### config.mk
export PLATFORM = sky130hd
export DESIGN_NAME = alu_share_arbiter
export DESIGN_NICKNAME = d
export VERILOG_FILES = /design/src/rtl/alu_share_arbiter.sv
export SDC_FILE = /design/constraint.sdc
export NUM_CORES = 1
export LEC_CHECK = 0
export BUFFER_PORTS_ARGS = -buffer_cell sky130_fd_sc_hd__buf_4
export CAP_MARGIN = 20
export CORE_MARGIN = 2
export CORE_UTILIZATION = 46
export DETAILED_ROUTE_END_ITERATION = 8
export PLACE_DENSITY = 0.83
export SYNTH_ARGS = -nofsm -noshare
export SYNTH_HDL_FRONTEND = slang
export SYNTH_SLANG_ARGS = --single-unit
### constraint.sdc
create_clock -name CLK -period 1.8 [get_ports CLK]
set_clock_uncertainty 0.1 [all_clocks]
set_input_delay 0.27 -clock CLK [delete_from_list [all_inputs] [get_ports CLK]]
set_output_delay 0.27 -clock CLK [all_outputs]
set_load 0.005 [all_outputs]
### src/rtl/alu_share_arbiter.sv
// Round-robin arbiter sharing one combinational ALU between two requesters,
// with registered ALU operands and a tagged valid/ready response channel.
// Optional build macro ALU_ARB_FIXED_PRIO_EN: requester 0 wins all contention.
module alu_share_arbiter #(
    parameter int WIDTH = 32
) (
    input  logic             CLK,
    input  logic             Reset,

    input  logic             req0_valid,
    output logic             req0_ready,
    input  logic [WIDTH-1:0] req0_a,
    input  logic [WIDTH-1:0] req0_b,
    input  logic [2:0]       req0_op,

    input  logic             req1_valid,
    output logic             req1_ready,
    input  logic [WIDTH-1:0] req1_a,
    input  logic [WIDTH-1:0] req1_b,
    input  logic [2:0]       req1_op,

    output logic [WIDTH-1:0] alu_a,
    output logic [WIDTH-1:0] alu_b,
    output logic [2:0]       alu_op,
    input  logic [WIDTH-1:0] alu_result,
    input  logic             alu_zero,

    output logic             rsp_valid,
    input  logic             rsp_ready,
    output logic             rsp_id,
    output logic [WIDTH-1:0] rsp_result,
    output logic             rsp_zero
);

    typedef enum logic [1:0] {
        IDLE,
        EXEC,
        RESP
    } state_t;

    state_t state;
    state_t state_nxt;
    logic   last_grant;
    logic   grant;
    logic   grant_vld;
    logic   accept;

    // Grant is only offered in IDLE, so ready can never depend on rsp_ready.
    // NOTE: every output of a combinational block gets a default first, so no
    // path through the block leaves it unassigned and a latch is never inferred.
    always_comb begin
        grant_vld = 1'b0;
        grant     = 1'b0;
        if (state == IDLE) begin
            if (req0_valid && req1_valid) begin
                grant_vld = 1'b1;
`ifdef ALU_ARB_FIXED_PRIO_EN
                grant     = 1'b0;
`else
                grant     = ~last_grant;
`endif
            end else if (req0_valid) begin
                grant_vld = 1'b1;
                grant     = 1'b0;
            end else if (req1_valid) begin
                grant_vld = 1'b1;
                grant     = 1'b1;
            end
        end
    end

    assign req0_ready = grant_vld && !grant && !Reset;
    assign req1_ready = grant_vld &&  grant && !Reset;
    assign accept     = req0_ready || req1_ready;

    always_comb begin
        state_nxt = state;
        case (state)
            IDLE:    if (accept)    state_nxt = EXEC;
            EXEC:                   state_nxt = RESP;
            RESP:    if (rsp_ready) state_nxt = IDLE;
            default:                state_nxt = IDLE;
        endcase
    end

    // NOTE: sequential state uses non-blocking assignments so every register
    // samples the pre-edge values regardless of statement order.
    always_ff @(posedge CLK) begin
        if (Reset) state <= IDLE;
        else       state <= state_nxt;
    end

    always_ff @(posedge CLK) begin
        if (Reset) begin
            last_grant <= 1'b1;
            alu_a      <= '0;
            alu_b      <= '0;
            alu_op     <= 3'b000;
            rsp_valid  <= 1'b0;
            rsp_id     <= 1'b0;
            rsp_result <= '0;
            rsp_zero   <= 1'b0;
        end else begin
            if (accept) begin
                alu_a      <= grant ? req1_a  : req0_a;
                alu_b      <= grant ? req1_b  : req0_b;
                alu_op     <= grant ? req1_op : req0_op;
                last_grant <= grant;
            end
            // last_grant still holds the ID of the op now in the ALU.
            if (state == EXEC) begin
                rsp_result <= alu_result;
                rsp_zero   <= alu_zero;
                rsp_id     <= last_grant;
                rsp_valid  <= 1'b1;
            end
            if (state == RESP && rsp_ready) begin
                rsp_valid <= 1'b0;
            end
        end
    end

endmodule

==> impl_results.md <==
- First-pass GRT wire length: around 28 mm
- Chip width: roughly 110 microns
- Maximum clock rate: between 0.5 and 0.6 GHz
- Worst Path Buf+Inv: 1
- Placed cell count: 1002
- Post-synthesis cell type count: 27
- Root buf cell: clkbuf_16
- Area delta synth->final: 45.1%
- Pleak: approximately 0.0031 uW
- Worst VDD drop: approximately 0.00063 V
- Synth area leaders: dfxtp_1, o2111ai_1, o211ai_1, nor2b_1, nand3_1
- Final period util: between 90% and 100%
- I/O pin total: between 200 and 300
- CTS H-tree lvls: 3
- Mapped Area: 5290 sq um
- Startpoint class of the critical path: flop
- Worst-case clock buffer depth: 2
- GRT Util Overall: approximately 28%
- N_diodes: 0
- Fillers: between 900 and 1k
- Ys flop type: dfxtp_1
- Num CTS Buffers: 9
- Worst path slowest cell: dfxtp_4
- Crit Path Class: reg2out
- Vias in the first global route: roughly 5.7k
- First DRT Iteration DRCs: 539
- Post-synth EDFFs: 0
- Synth Register Bits: 105
- R2R cell count: 5
- Max-cap violations: 0
- Worst path cell trace: nor3b_4 -> nand2_2 -> and2_1 -> buf_4
- Starting Density: a little under half
- Vias/cell: between 5 and 6
- Relative slew slack: about 62%
- TritonCTS clock tree: built
- Clock slew at reported path FFs: 80 ps
- Crit-path max FO: 7
- Yosys warnings: 0
- RePlAce Congestion: between 0.8 and 0.9
- Input/output buffers: 275
- Asr flop ratio synth: 0%
- Core area: between 10000 and 15000 sq um
- Critical Path End Type: output port
- Yosys top cell area share: between 30% and 40%
- CP top delay family: simple AND/OR/NAND/NOR gates
- Slew Limit Fails: 0
- Final Instance Count excl. Fillers: between 1k and 1.5k
- Post-synthesis cell count: between 600 and 700
- Final setup fails: 0
- CP required: about 1400 ps
- Die footprint: approximately 12000 sq um
- Fraction of layout cells with a size suffix above 1: 37.1%
- Cts hold-fix bufs: 0
- Initial antenna violation count: 0
- WHS Path Cells: 3
- Die Y-Extent: ~110 microns
- Post-CTS Setup Repair Bufs: 0
- FF+latch area: roughly 2100 sq um
- Pwr/cell area: 837 nW/um^2
- First-pass DRT Iterations: 5
- Post-route ant nets: 0
- Final nets: 1042
- Worst path depth: 4
- Worst Tran Pin Value: roughly 580 ps
- Largest net degree at the start of global routing: 85
- Clk sink count: ~110
- RSZ-0062 raised after global routing: no
- Worst Hold Class: in2reg
- Final hold vios: 0
- Critical Path AT: between 1000 and 1500 ps
- Remaining global-route overflow: 0
- Multi-input logic area: between 2000 and 3000 sq um
- Via total after detailed routing: ~6k
- Core Rows: 39
- Drt total wl: approximately 18 mm
- DP Worst Slack: approximately 76 ps
- DPL Wire Length: around 12 mm
- Wire per inst: around 18 microns
- Cell taking the most area after synthesis: dfxtp_1
- Syn_nets: between 800 and 900
- Min Tclk post-route: around 1700 ps
- Setup TNS after final layout: 0 ps
- Final WS setup: between 60 and 70 ps
- Sequential-to-total area share from yosys stat: between 30 and 40%
- Avg Inst Size Synth: just over 8 sq um
- CP max stage delay: 380 ps
- Drt drc: 0
- Worst-Skew Late Latency: between 300 and 400 ps
- Status: complete, no violations
[registers in the layout (all words and copies together) (netlist names)]
register / cells
rsp_valid: 1
last_grant: 1
rsp_result: 32
rsp_id: 1
state: 2
rsp_zero: 1
alu_op: 3
alu_a: 32
alu_b: 32
[cell type report]
| cell class | count | area share [%] |
|---|---|---|
| repair buffers | 296 | 30.1 |
| clock buffers | 10 | 3.11 |
| flip-flops and latches | 105 | 27.4 |
| multi-input cells | 457 | 36.1 |
| clock inverters | 5 | 0.831 |
| inverters | 1 | 0.0489 |
| well taps | 143 | 2.33 |
[synth_stat cells (2+ instances only)]
cell / instances
and2_1: 2
nand2b_1: 2
nand2_1: 69
nor2_1: 3
o2111ai_1: 67
buf_4: 4
o21ai_1: 12
o21ai_0: 56
a21oi_1: 35
and2b_1: 3
nor2b_1: 65
buf_6: 9
clkbuf_1: 34
nand3_1: 67
dfxtp_1: 105
buf_2: 38
o211ai_1: 67
[power by group]
group	switching [uW]	internal, uW
Clock	884	1120
Sequential	142	2570
Combinational	844	863
[layout by cell type, fill, tap and decap left out, types with 9 or more instances in the layout]
cell / count
nor2b_1: 64
clkbuf_16: 9
o21ai_0: 56
dfxtp_1: 103
buf_4: 289
o211ai_1: 67
nand3_1: 67
nand2_1: 69
o2111ai_1: 67
o21ai_1: 12
a21oi_1: 35
[timing repair]
item | 4_1_cts | 5_1_grt
resized for setup | 4 | 2
pin swaps | 0 | 1
endpoints found under the setup margin | 1 | 2
[through the flow]
stage,total power (uW),utilization (%),hold WS [ps],cell area [sq um]
floorplan,3560,-,306,5290
global placement,4390,65.0,343,7360
detailed placement,4450,65.0,349,7360
CTS,6450,67.7,66.0,7670
global route,6720,67.8,73.5,7680
finish,6420,67.8,76.5,7680
[worst reg2reg max path: stages (launching register included)]
cell and delay (ps):
dfxtp_2 360, buf_4 160, nor2_4 170, buf_12 290
nand3_1 180, o211ai_1 200
[logic make-up after synthesis]
group | Yosys count | share of synthesized area, %
and+or+nand+nor | 217 | 20.9
AOI/OAI and AO/OA | 240 | 30.8
buffers and inverters | 86 | 8.56
DFF | 105 | 39.7
[path summary, 6_finish.rpt]
path	from	endpoint	slack [ps]
max	state[0]	req0_ready	60
min	alu_result[8]	rsp_result[8]	80
max reg2reg	state[1]	alu_b[19]	260
min reg2reg	rsp_result[13]	rsp_result[13]	360
[per-layer routing]
layer	part of all wire [%]	GRT usage, %
met1	41	35.4
met2	48	45.1
met3	7.7	5.19
met4	3.5	13.1
met5	0	0
Note: power is estimated with default switching activity, not from simulation.
